File: src/rtl/lcd_spi_sequencer.sv
// Command/data/delay sequencer for the MI-LCD serial port: SPI mode 0, MSB first, CS framing.
// The host replays an init table as a stream of entries; delay entries stall the stream.
module lcd_spi_sequencer #(
  parameter int CLK_DIV    = 4,
  parameter int CS_GAP     = 2,
  parameter int DELAY_UNIT = 50000
) (
  input  logic       clk_clk,
  input  logic       reset_reset_n,
  input  logic       cmd_valid,
  output logic       cmd_ready,
  input  logic [1:0] cmd_type,
  input  logic       cmd_last,
  input  logic [7:0] cmd_data,
  output logic       lcd_sclk,
  output logic       lcd_cs_n,
  output logic       lcd_mosi,
  output logic       lcd_dc,
  output logic       busy
);
  // Handshake: an entry transfers on the rising edge where cmd_valid && cmd_ready. cmd_ready is
  // high exactly while IDLE, and cmd_type/cmd_last/cmd_data are only sampled on that edge.

  localparam int               DLY_W    = $clog2(255 * DELAY_UNIT + 1);
  localparam logic [7:0]       DIV_MAX  = 8'(CLK_DIV - 1);
  localparam logic [DLY_W-1:0] UNIT     = DLY_W'(DELAY_UNIT);
  localparam logic [DLY_W-1:0] GAP_LOAD = DLY_W'(CS_GAP - 1);

  typedef enum logic [1:0] {
    IDLE  = 2'd0,
    SHIFT = 2'd1,
    GAP   = 2'd2,
    DELAY = 2'd3
  } state_e;

  state_e           state_q, state_d;
  logic [7:0]       div_q, div_d;
  logic [3:0]       tog_q, tog_d;
  logic [6:0]       sh_q, sh_d;
  logic             last_q, last_d;
  logic [DLY_W-1:0] cnt_q, cnt_d;
  logic             sclk_q, sclk_d;
  logic             cs_n_q, cs_n_d;
  logic             mosi_q, mosi_d;
  logic             dc_q, dc_d;
  logic [DLY_W-1:0] dly_total;

  always_ff @(posedge clk_clk) begin
    if (!reset_reset_n) begin
      state_q <= IDLE;
      div_q   <= '0;
      tog_q   <= '0;
      sh_q    <= '0;
      last_q  <= 1'b0;
      cnt_q   <= '0;
      sclk_q  <= 1'b0;
      cs_n_q  <= 1'b1;
      mosi_q  <= 1'b0;
      dc_q    <= 1'b0;
    end else begin
      state_q <= state_d;
      div_q   <= div_d;
      tog_q   <= tog_d;
      sh_q    <= sh_d;
      last_q  <= last_d;
      cnt_q   <= cnt_d;
      sclk_q  <= sclk_d;
      cs_n_q  <= cs_n_d;
      mosi_q  <= mosi_d;
      dc_q    <= dc_d;
    end
  end

  always_comb begin
    dly_total = DLY_W'(cmd_data) * UNIT;
    state_d   = state_q;
    div_d     = div_q;
    tog_d     = tog_q;
    sh_d      = sh_q;
    last_d    = last_q;
    cnt_d     = cnt_q;
    sclk_d    = sclk_q;
    cs_n_d    = cs_n_q;
    mosi_d    = mosi_q;
    dc_d      = dc_q;
    case (state_q)
      IDLE: begin
        if (cmd_valid) begin
          case (cmd_type)
            2'b00, 2'b01: begin
              sh_d    = cmd_data[6:0];
              last_d  = cmd_last;
              dc_d    = cmd_type[0];
              cs_n_d  = 1'b0;
              mosi_d  = cmd_data[7];
              div_d   = '0;
              tog_d   = '0;
              state_d = SHIFT;
            end
            2'b10: begin
              // A zero count still costs one cycle so every delay entry is visible as busy.
              cnt_d   = (dly_total == '0) ? '0 : dly_total - DLY_W'(1);
              state_d = DELAY;
            end
            default: ;
          endcase
        end
      end
      SHIFT: begin
        if (div_q == DIV_MAX) begin
          div_d  = '0;
          sclk_d = ~sclk_q;
          tog_d  = tog_q + 4'd1;
          if (sclk_q && (tog_q != 4'd15)) begin
            mosi_d = sh_q[6];
            sh_d   = {sh_q[5:0], 1'b0};
          end
          if (tog_q == 4'd15) begin
            if (last_q) begin
              cs_n_d  = 1'b1;
              cnt_d   = GAP_LOAD;
              state_d = GAP;
            end else begin
              state_d = IDLE;
            end
          end
        end else begin
          div_d = div_q + 8'd1;
        end
      end
      GAP, DELAY: begin
        if (cnt_q == '0) state_d = IDLE;
        else             cnt_d   = cnt_q - DLY_W'(1);
      end
      default: state_d = IDLE;
    endcase
  end

  always_comb begin
    cmd_ready = (state_q == IDLE);
    busy      = (state_q != IDLE);
    lcd_sclk  = sclk_q;
    lcd_cs_n  = cs_n_q;
    lcd_mosi  = mosi_q;
    lcd_dc    = dc_q;
  end
endmodule
File: config.mk
export PLATFORM = sky130hd
export DESIGN_NAME = lcd_spi_sequencer
export DESIGN_NICKNAME = d
export VERILOG_FILES = /design/src/rtl/lcd_spi_sequencer.sv
export SDC_FILE = /design/constraint.sdc
export NUM_CORES = 1
export LEC_CHECK = 0
export BUFFER_PORTS_ARGS = -buffer_cell sky130_fd_sc_hd__buf_2
export CAP_MARGIN = 10
export CORE_MARGIN = 3
export CORE_UTILIZATION = 50
export CTS_BUF_LIST = sky130_fd_sc_hd__clkbuf_2
export CTS_CLUSTER_DIAMETER = 200
export CTS_CLUSTER_SIZE = 28
export DETAILED_ROUTE_END_ITERATION = 6
export MAX_ROUTING_LAYER = met4
export PLACE_DENSITY_LB_ADDON = 0.15
export SLEW_MARGIN = 0
export SYNTH_ARGS = -nofsm -noshare
export SYNTH_HDL_FRONTEND = slang
export SYNTH_SLANG_ARGS = --single-unit
File: constraint.sdc
create_clock -name clk_clk -period 8.4 [get_ports clk_clk]
set_input_delay 1.26 -clock clk_clk [delete_from_list [all_inputs] [get_ports clk_clk]]
set_output_delay 1.26 -clock clk_clk [all_outputs]
set_load 0.02 [all_outputs]
* Word-level counts from Yosys, hierarchy flattened *
Index checks and enable logic that the tools add are counted.
Widths: inputs -> output; s select.

operators by class
  $add $sub $neg = 4
  $mul = 1
  equality and inequality tests = 18
  mux-type cells = 39
  bitwise operators = 1
  reduce and logical (&&, ||, !) cells = 17

operators with widths
  cell                   count
  $mux 24                7
  $pmux 24 s3            1
  $logic_not 24->1       2
  $sub 24x1->24 const B  2
  $mux 7                 4
  $mux 8                 3
  $mul 8x12->20 const B  1
  $pmux 8 s2             1
  $ne 2x2->1 const B     7
  $pmux 7 s2             1
  $mux 4                 3
  $reduce_and 6->1       2
  $mux 2                 5
  $reduce_and 5->1       2
  $mux 1                 9
  $add 8x1->8 const B    1
  $eq 8x2->1 const B     1
  $pmux 4 s2             1
  $eq 2x2->1 const B     3
  $pmux 2 s3             1
  $reduce_and 3->1       2
  $add 4x1->4 const B    1
  $eq 2x1->1 const B     2
  $eq 4x4->1 const B     1
  12 further kinds       17

word-level totals
  register bits = 50
  input port bits = 14
  logic and storage cells = 90

* Longest topological paths before layout *
Gate-level depths: netlist of the first run.

  depth in word-level cells = 6
  depth in mapped cells = 19
  depth with buffers taken out = 17

* Worst setup path before layout of the first run *
No wires, ideal clock.

  kind = input -> register
  from = input cmd_data[3]
  to = register cnt_q[23]
  arrival time = 5.064 ns
  setup slack = 3.209 ns
  stages = 16
  buffers on the path = 2
  path through = ha_1 -> inv_1 -> fa_1 -> inv_1 -> fa_1 -> ha_1 -> ha_1 -> clkbuf_2 -> o211a_1 -> a21boi_4 -> or3_1 -> and2_1 -> buf_6 -> or4b_1 -> o311ai_1 -> a31oi_1

on the way
  longest elaborated chain between the ends = 6
  elaborated cells between the ends (all ways) = 7
  those cells by class = add/sub: 1; mul: 1; mux: 4; reduce/logical: 1

ends and longest elaborated chain
  element                                                   RTL line  text
  start, declared                                           14        input logic [7:0] cmd_data,
  $mul 8x12->20 (*)                                         75        dly_total = DLY_W'(cmd_data) * UNIT;
  $sub 24x1->24 / $logic_not 24->1 (equally long branches)  102       cnt_d = (dly_total == '0) ? '0 : dly_total - DLY_W'(1);
  $mux 24 (*)                                               102
  $mux 24 (*)                                               89        case (cmd_type)
  $mux 24 (*)                                               88        if (cmd_valid) begin
  $pmux 24 s3 (*)                                           86        case (state_q)
  end signal, assigned                                      66        cnt_q <= cnt_d;
  end, declared                                             41        logic [DLY_W-1:0] cnt_q, cnt_d;

Mark *: on every way between the ends. The rest lies on a longest branch, timed or not. The select of a mux whose other input is x is not followed.
A chain may end at the register's enable or synchronous reset.

* Worst setup path in the final report of the first run *
  from = input cmd_data[2]
  to = register cnt_q[20]

Same word-level chain as after synthesis.

==> flow_summary_export.csv, run 1 <==
group,metric,value,unit
run_status,outcome,"completed",
timing,setup_viol,0,
pwr,p_clk_share,10.9,%
route,wl,11900,um
placement,gp_congestion,0.925,
placement,placed_cells,741,
worst_setup_path,crit_path_start_kind,"primary input",
worst_setup_path,crit_type,"primary input to register",
hold_path,min_to,"lcd_dc",
floorplanning,initial_core_util,52.0,%
cts,postCtsSetupBuffers,0,
hold_path,min_from,"lcd_dc",
timing,rsz0062_at_grt,"no",
yosys,syn-num-nets,695,
cts,cts_tree,"built",
pwr,power_density,260,nW/um2
worst_setup_path,rr_startpoint,"state_q[1]",
floorplanning,dieArea,11000,um2
pwr,p_leak,2.08,nW
worst_setup_path,cpMostUsedCell,"ha_1",
layout,final_util,54.6,%
yosys,synth_top_area_share,20.5,%
floorplanning,std_cell_rows,35,
pwr,combinationalPowerShare,65.6,%
worst_setup_path,cpPeakStageDelay,0.55,ns
floorplanning,fp.dieH,105,um
cts,htree_levels,2,
floorplanning,io-pin-count,20,
route,drt_pass1_iterations,5,
layout,nNetsFinal,701,
cts,cts_root_buffer,"clkbuf_2",
placement,hpwl,9210,um
yosys,synth-async-reset-ratio,0,%
layout,regArea,1000,um2
route,antenna_left,0,
timing,fin_skew,0.0199,ns
route,drc,0,
worst_setup_path,r2r-end,"cnt_q[21]",
global_routing,grt.total_usage,22.7,%
pwr,power.share.sequential,23.5,%
placement,portBuffers,19,
timing,fin_ws,2.80,ns
global_routing,grt_max_degree,39,
route,wire_per_inst,15.9,um
cts,cts_inserted_buffers,5,
yosys,ys_seq_area_share,20.5,%
worst_setup_path,worstPathCellList,"buf_2, ha_1, ha_1, inv_1, fa_1, inv_1, fa_1, ha_1, o21ai_0, o211ai_1, a221oi_2, nand3b_1, nor3_4, a41oi_2, o211ai_1, a21oi_1",
worst_setup_path,arrival,5.96,ns
hold_path,hold_depth,2,
worst_setup_path,r2r_cells,8,
route,vias_per_cell,5.86,
run,maxCapViolCount,0,
timing,max_freq,179,MHz
layout,multiInputGateArea,3620,um2
timing,worst_slew_pin_slew,1.09,ns
floorplanning,die_w,105,um
placement,dp_slack,2.29,ns
cts,insertion_delay,0.47,ns
pwr,internal-power,0.652,mW
layout,finalNonFillerCells,750,
global_routing,antenna_found_initial,1,
yosys,yosys-top-cells-area,"dfxtp_1 21%, ha_1 14%, nand2_1 5.8%",
route,drtIter0Drc,302,
yosys,yosys_warnings,0,
yosys,syn-cell-area,4870,um2
pwr,p_switching,0.675,mW
route,vias,4395,
worst_setup_path,cp.required,8.76,ns
layout,area_growth,4.88,%
yosys,synth_cells,613,
global_routing,grt_pass1_wl,20500,um
global_routing,grt_pass1_vias,4175,
timing,period_share,66.7,%
worst_setup_path,critPathSlowestCell,"a41oi_2",
worst_setup_path,path_max_fanout,21,
layout,drive_above_1_share,8.55,%
cts,cts_resized,0,
yosys,synth_cell_types,79,
yosys,syn_area_per_cell,7.95,um2
cts,clockBufferDepth,2,
yosys,synth_edf_count,0,
hold_path,timing.hold.worst.class,"register to register",
worst_setup_path,end_kind,"register",
timing,slew_violations,0,
cts,postCtsHoldBufs,0,
yosys,yosys_register_bits,50,
timing,relSlewSlack,26.9,%
layout,nFillCells,921,
floorplanning,core,9370,um2
timing,tns,0,ns
timing,period_needed,5.60,ns
global_routing,grt-ovfl-total,0,
pwr,ir_drop,0.137,mV
cts,numClockSinks,50,
yosys,synthFlopType,"dfxtp_1",
timing,hold_violations,0,
pwr,switching_share,50.9,%
yosys,synth_top_area_cell,"dfxtp_1",
cts,path_clk_slew,0.30,ns
worst_setup_path,reg2reg_slack,5.21,ns
==> cells in the final DEF, fill, tap and decap left out, drive strengths merged, types with 4 or more instances in the layout <==
cell,instances
nor2,48
a22oi,9
nor2b,4
xnor2,12
nand3,24
nand4,6
xor2,14
o31ai,5
or3,6
a31oi,7
and3,5
nor4,6
nand2,75
nor3,16
a311oi,5
nand2b,11
o21a,4
or2,4
nor3b,4
a21oi,53
clkbuf,5
and2,4
inv,39
o21ai,38
fa,12
o211ai,8
ha,56
a21o,4
buf,21
a211oi,12
dfxtp,50
==> critical path: cells and delay by family <==
kind | cells | cell delay [ns]
adders and majority gates | 5 | 1.99
AOI/OAI and AO/OA | 6 | 1.79
and+or+nand+nor | 2 | 0.68
buffers and inverters | 3 | 0.26
==> layer usage <==
layer,vias to the layer above,routed length [um],track usage (%)
li1,2251,-,-
met1,2053,5910,31.2
met2,76,5400,35.4
met3,15,343,2.66
met4,0,235,6.09
met5,-,0,-
==> stage by stage <==
step | power (mW) | area, um2 | hold slack (ns)
after CTS | 1.32 | 5110 | 0.479
after global routing | 1.45 | 5110 | 0.506
after global placement | 1.16 | 5040 | 0.444
after floorplan | 1.01 | 4870 | 0.436
final | 1.33 | 5110 | 0.478
after detailed placement | 1.17 | 5040 | 0.450
==> synth_stat cells, types with 3 or more instances <==
library cell,instances
a31oi_1,7
inv_1,37
nor2b_1,4
nor2_1,47
mux2i_1,3
and2_1,3
a311oi_1,5
nand3_1,24
a211o_1,3
nand2b_1,11
o21ai_0,35
nor4b_1,3
ha_1,56
o21ai_1,3
a21o_1,4
dfxtp_1,50
a22oi_1,7
fa_1,12
a21oi_1,52
nor3_1,15
clkbuf_1,14
a211oi_1,10
or2_2,3
nand2_1,75
o21a_1,4
nand3b_1,3
xor2_1,14
nor3b_1,4
o31ai_1,5
buf_2,3
or3_1,5
o211a_1,3
nand4_1,6
xnor2_1,12
o211ai_1,8
nor4_1,4
and3_1,5
==> power by group through the flow <==
stage / logic, mW / registers, mW / clock network, mW
global placement: 0.843 / 0.314 / 0
finish: 0.871 / 0.312 / 0.145
detailed placement: 0.857 / 0.316 / 0
floorplan: 0.698 / 0.310 / 0
global route: 0.971 / 0.318 / 0.156
CTS: 0.863 / 0.311 / 0.148
==> kinds of logic (layout without fill, tap and decap cells) <==
| family | Yosys count | in the layout | synth area share, % |
|---|---|---|---|
| AO/OA/AOI/OAI | 179 | 179 | 25.7 |
| XOR/XNOR | 26 | 26 | 4.67 |
| adder cells (fa/ha/maj) | 68 | 68 | 19.3 |
| buffers and inverters | 60 | 67 | 5.18 |
| flip-flops | 50 | 50 | 20.5 |
| multiplexers | 3 | 3 | 0.616 |
| other | 0 | 1 | 0 |
| AND/OR/NAND/NOR | 227 | 227 | 24.0 |
==> sequential cells by signal (all words and copies together) (netlist names) <==
register / flops
cnt_q: 24
div_q: 8
sh_q: 7
tog_q: 4
state_q: 2
last_q: 1
lcd_cs_n: 1
lcd_dc: 1
lcd_mosi: 1
lcd_sclk: 1
==> worst max-delay path by stage <==
stage | slack, ns | from | cells past startpoint | endpoint
6_report | 2.80 | cmd_data[2] | 16 | cnt_q[20]
5_1_grt | 2.45 | cmd_data[2] | 16 | cnt_q[12]
4_1_cts | 2.83 | cmd_data[2] | 16 | cnt_q[21]
3_5_place_dp | 2.29 | cmd_data[2] | 16 | cnt_q[20]
3_3_place_gp | 2.40 | cmd_data[2] | 16 | cnt_q[1]
2_1_floorplan | 3.21 | cmd_data[3] | 16 | cnt_q[23]
==> layout make-up <==
cell class | instances | share of cell area, %
repair buffers | 21 | 2.15
diodes | 1 | 0.0489
clock buffers | 5 | 0.489
multi-input cells | 503 | 70.8
flip-flops and latches | 50 | 19.6
clock inverters | 3 | 0.954
well taps | 129 | 3.16
inverters | 38 | 2.79
(Power assumes the default switching activity.)
==> run 2: changes to the inputs <==
==> constraint.sdc (replaced) <==
create_clock -name clk_clk -period 4.6 [get_ports clk_clk]
set_input_delay 0.69 -clock clk_clk [delete_from_list [all_inputs] [get_ports clk_clk]]
set_output_delay 0.69 -clock clk_clk [all_outputs]
set_load 0.02 [all_outputs]
==> run 2 against run 1 <==
Combinational power grew 120%. Critical endpoint is now cnt_q[23]. Design area up 11%. Total power up 110%. Utilization is 6.0 points higher. Critical path depth rose by 2. Worst setup slack got worse by 2.6 ns. Sequential power increased by 83%. Largest cell class unchanged. Flip-flop and latch count unchanged. Global-route usage increased by 0.76 points. Die area stayed put. Register-to-register slack worse by 3.8 ns. First-iteration DRC count shrank 32%.
==> flow_summary_export.csv, run 2 (synthesized netlist as in run 1, its figures left out) <==
group,metric,value,unit
run_status,outcome,"completed",
worst_setup_path,r2r_cells,10,
placement,hpwl,9890,um
worst_setup_path,end_kind,"register",
cts,path_clk_slew,0.29,ns
cts,cts_resized,0,
timing,worst_slew_pin_slew,1.01,ns
layout,largest_reg_flops,24,
worst_setup_path,arrival,4.77,ns
route,wl,12300,um
placement,gp_congestion,0.929,
timing,relSlewSlack,32.5,%
pwr,power,2.72,mW
cts,cts_inserted_buffers,5,
layout,nNetsFinal,775,
floorplanning,die_w,105,um
timing,max_freq,226,MHz
run,maxCapViolCount,0,
layout,drive_above_1_share,18.3,%
floorplanning,std_cell_rows,35,
global_routing,grt-ovfl-total,0,
placement,portBuffers,19,
timing,hold_violations,0,
timing,slew_violations,0,
timing,fin_skew,0.0333,ns
global_routing,grt_pass1_vias,4469,
timing,period_needed,4.43,ns
timing,period_share,96.2,%
pwr,ir_drop,0.204,mV
worst_setup_path,startpoint,"cmd_data[2]",
cts,clockBufferDepth,2,
floorplanning,initial_core_util,52.0,%
worst_setup_path,cp.required,4.95,ns
global_routing,antenna_found_initial,0,
cts,htree_levels,2,
layout,nFillCells,888,
route,vias_per_cell,5.75,
worst_setup_path,r2r-end,"cnt_q[9]",
cts,cts_tree,"built",
timing,setup_viol,0,
global_routing,grt.total_usage,23.4,%
hold_path,timing.hold.worst.class,"primary input to register",
cts,numClockSinks,50,
floorplanning,io-pin-count,20,
worst_setup_path,crit_path_start_kind,"primary input",
pwr,power_density,479,nW/um2
layout,regMostFlops,"cnt_q",
layout,area_growth,16.5,%
cts,postCtsHoldBufs,0,
route,vias,4730,
cts,postCtsSetupBuffers,0,
route,wire_per_inst,14.9,um
worst_setup_path,endpoint,"cnt_q[23]",
worst_setup_path,rr_startpoint,"div_q[0]",
global_routing,grt_pass1_wl,21100,um
cts,insertion_delay,0.46,ns
worst_setup_path,crit_type,"primary input to register",
floorplanning,dieArea,11000,um2
layout,diodes,0,
worst_setup_path,path_max_fanout,6,
route,drtIter0Drc,204,
global_routing,grt_max_degree,39,
worst_setup_path,reg2reg_slack,1.41,ns
floorplanning,core,9370,um2
layout,largestRegisters,"cnt_q x24, div_q x8, sh_q x7",
floorplanning,fp.dieH,105,um
route,drc,0,
timing,rsz0062_at_grt,"no",
layout,final_cell_mix,"75 x nand2_1, 75 x buf_4, 56 x ha_1",
cts,cts_root_buffer,"clkbuf_2",
pwr,p_leak,2.44,nW
layout,final_util,60.6,%
route,drt_pass1_iterations,5,
route,antenna_left,0,
[run 2: changes by cell type in the layout (fill, tap and decap cells not counted), sizes merged]
cell	delta
diode	-1
buf	+74
clkinv	+1
clkinvlp	-1
[run 2: how the worst min path moves through the flow]
stage,startpoint,endpoint,cells after the start
global placement,lcd_dc,lcd_dc,2
global route,cmd_last,last_q,3
finish,cmd_type[0],lcd_dc,3
detailed placement,lcd_dc,lcd_dc,2
floorplan,last_q,last_q,2
CTS,cmd_last,last_q,3
[run 2: layout make-up]
class	instances	area, um2	area share (%)
Timing Repair Buffer	95	678	11.9
Clock inverter	3	42.5	0.749
Clock buffer	5	25.0	0.441
Sequential cell	50	1000	17.6
Tap cell	129	161	2.84
Multi-Input combinational cell	503	3630	63.9
Inverter	38	143	2.51
[run 2: power by group]
| group | switching, mW | internal, mW |
|---|---|---|
| sequential | 0.0674 | 0.503 |
| combinational | 1.05 | 0.851 |
| clock | 0.159 | 0.0922 |
[run 2: per-layer routing]
layer  track usage [%]  up-vias  wire (um)
met3              2.10       10        375
li1                  -     2401          -
met1              32.1     2226       6030
met2              37.8       93       5690
met4              5.34        0        163
met5                 -        -          0
[run 2: critical path: stages]
cell,delay (ns)
buf_2,0.10
buf_4,0.14
ha_1,0.31
ha_1,0.28
inv_1,0.05
fa_1,0.53
inv_1,0.04
ha_1,0.29
ha_1,0.35
o211a_1,0.23
a21boi_4,0.16
or3_1,0.34
and2_1,0.26
buf_4,0.17
nor3_1,0.29
and4b_1,0.29
a211o_1,0.15
a31oi_1,0.08
[run 2: metrics by stage]
step	instances	setup TNS [ns]	area, um2	hold WS [ns]	setup WS [ns]
global placement	815	-3.86	5600	0.443	-0.261
global route	823	0	5680	0.442	0.0200
CTS	823	0	5670	0.448	0.212
detailed placement	815	-5.51	5600	0.452	-0.306
floorplan	613	0	4880	0.436	0.0117
finish	823	0	5680	0.459	0.174
==> run 3: changes to the inputs <==
--- a/config.mk
+++ b/config.mk
@@ -8,7 +8,7 @@
 export BUFFER_PORTS_ARGS = -buffer_cell sky130_fd_sc_hd__buf_2
 export CAP_MARGIN = 10
 export CORE_MARGIN = 3
-export CORE_UTILIZATION = 50
+export CORE_UTILIZATION = 55
 export CTS_BUF_LIST = sky130_fd_sc_hd__clkbuf_2
 export CTS_CLUSTER_DIAMETER = 200
 export CTS_CLUSTER_SIZE = 28
==> run 3 against run 2 <==
Fmax increased by 1.3%. Routed wire length grew 1.0%. First-iteration DRC count grew 9.8%. Critical path depth is 1 lower. Hold slack got worse by 0.038 ns. Total power down 0.98%. Count of clock-buffer cells in the layout stayed put. Combinational power about the same. Utilization is 6.4 points higher. Clock power decreased by 21%. Sequential share of layout area up 0.11 points.
==> flow_summary_export.csv, run 3 (synthesized netlist as in run 1, its figures left out) <==
group,metric,value,unit
cts,cts_root_buffer,"clkbuf_2",
timing,period_share,95.0,%
timing,slew_violations,0,
worst_setup_path,worstPathCellList,"buf_2, ha_1, ha_1, inv_1, fa_1, inv_1, fa_1, ha_1, o21a_1, and4_1, a2111o_1, nand4b_4, nor3_4, a41oi_2, buf_12, a22oi_2, a21oi_1",
placement,gp_congestion,0.872,
floorplanning,die_w,100,um
placement,dp_slack,-0.295,ns
timing,setup_viol,0,
worst_setup_path,crit_path_start_kind,"primary input",
worst_setup_path,cpPeakStageDelay,0.49,ns
timing,fin_ws,0.229,ns
cts,path_clk_slew,0.31,ns
placement,portBuffers,19,
layout,diodes,0,
hold_path,timing.hold.worst.class,"primary input to register",
global_routing,antenna_found_initial,0,
floorplanning,dieArea,10000,um2
timing,relSlewSlack,31.9,%
route,antenna_left,0,
route,met2WireLength,5970,um
placement,placed_area,5560,um2
route,m1WireLength,5880,um
route,drt_pass1_iterations,5,
layout,nNetsFinal,773,
global_routing,grt.total_usage,26.2,%
timing,rsz0062_at_grt,"no",
pwr,power_density,478,nW/um2
pwr,combinationalPowerShare,71.4,%
pwr,power,2.70,mW
route,drtIter0Drc,224,
floorplanning,core,8420,um2
pwr,ir_drop,0.279,mV
cts,clockBufferDepth,2,
floorplanning,fp.dieH,100,um
timing,hold_violations,0,
layout,drive_above_1_share,18.8,%
timing,fin_skew,0.0506,ns
layout,largestRegisters,"cnt_q x24, div_q x8, sh_q x7",
pwr,p_clk_share,7.4,%
pwr,p_leak,2.42,nW
route,wl,12400,um
worst_setup_path,cp.required,4.95,ns
cts,insertion_delay,0.47,ns
timing,worst_slew_pin_slew,1.01,ns
global_routing,grt-ovfl-total,0,
pwr,p_switching,1.29,mW
route,routed.top_layer,"met4",
worst_setup_path,path_max_fanout,21,
cts,cts_tree,"built",
worst_setup_path,arrival,4.72,ns
worst_setup_path,crit_type,"primary input to register",
floorplanning,io-pin-count,20,
layout,area_growth,15.8,%
timing,timing.hold.ws,0.421,ns
floorplanning,initial_core_util,57.9,%
run_status,outcome,"completed",
route,wire_per_inst,15.5,um
worst_setup_path,cpLargestDelayFamily,"adder cells",
layout,final_cell_mix,"75 x nand2_1, 73 x buf_4, 55 x ha_1",
pwr,internal-power,1.40,mW
worst_setup_path,cp_num_buf_inv,4,
global_routing,grt_pass1_vias,4626,
route,drc,0,
route,met3_length,416,um
pwr,power.share.sequential,21.2,%
timing,max_freq,229,MHz
run,maxCapViolCount,0,
cts,htree_levels,2,
worst_setup_path,critPathSlowestCell,"fa_1",
layout,finish.instance_area,5640,um2
placement,hpwl,9940,um
layout,largest_reg_flops,24,
worst_setup_path,cpMostUsedCell,"ha_1",
cts,numClockSinks,50,
layout,regMostFlops,"cnt_q",
pwr,switching_share,48.0,%
global_routing,grt_pass1_wl,21400,um
cts,cts_inserted_buffers,5,
global_routing,grt_max_degree,38,
route,vias_per_cell,6.00,
timing,period_needed,4.37,ns
floorplanning,std_cell_rows,33,
route,vias,4780,
worst_setup_path,end_kind,"register",
cts,postCtsSetupBuffers,0,
layout,final_common_cell,"nand2_1",
[run 3: changes by cell type in the layout (fill, tap and decap cells not counted), sizes merged]
cell,previous run,this run
clkinv,1,0
clkinvlp,0,2
buf,95,93
bufinv,1,0
[run 3: repair_timing]
item	4_1_cts	5_1_grt
hold buffers	0	0
setup endpoints to repair	0	15
gates resized for setup	0	8
[run 3: worst paths after layout]
kind | from | end | slack (ns) | cells past startpoint
max | cmd_data[4] | cnt_q[7] | 0.23 | 17
min reg2reg | lcd_dc | lcd_dc | 0.48 | 2
min | cmd_last | last_q | 0.42 | 3
max reg2reg | div_q[0] | cnt_q[6] | 1.25 | 9
[run 3: final cells by class]
class	count	area, um2
clock buffers	5	25.0
clock inverters	3	23.8
fillers	760	2780
inverters	38	143
multi-input cells	503	3660
flip-flops and latches	50	1000
well taps	105	131
repair buffers	93	663
[run 3: per-layer routing]
metal / global-route usage (%) / vias to the layer above
met5: - / -
met4: 5.08 / 0
met3: 2.78 / 12
met2: 43.1 / 96
met1: 35.3 / 2279
li1: - / 2393
[run 3: worst register-to-register path, stage by stage (launching register included)]
cell and delay, ns:
dfxtp_1 0.47, ha_1 0.26, or4b_4 0.51, o41ai_4 0.32, nand3_1 0.26, a41oi_4 0.51
buf_4 0.33, and2_1 0.30, a32oi_1 0.15, a21oi_1 0.15
[run 3: power groups by stage]
stage                     logic, mW  registers [mW]  clock network [mW]
after floorplan                1.29           0.565                   0
after global placement         1.82           0.575                   0
after detailed placement       1.86           0.580                   0
after CTS                      1.88           0.571               0.201
after global routing           2.12           0.584               0.226
final                          1.92           0.572               0.198
[run 3: stage by stage]
step	instances	util, %	TNS (ns)
2_1_floorplan	613	-	0
3_3_place_gp	789	66.0	-2.56
3_5_place_dp	789	66.0	-5.44
4_1_cts	797	66.6	0
5_1_grt	797	67.0	0
6_report	797	67.0	0
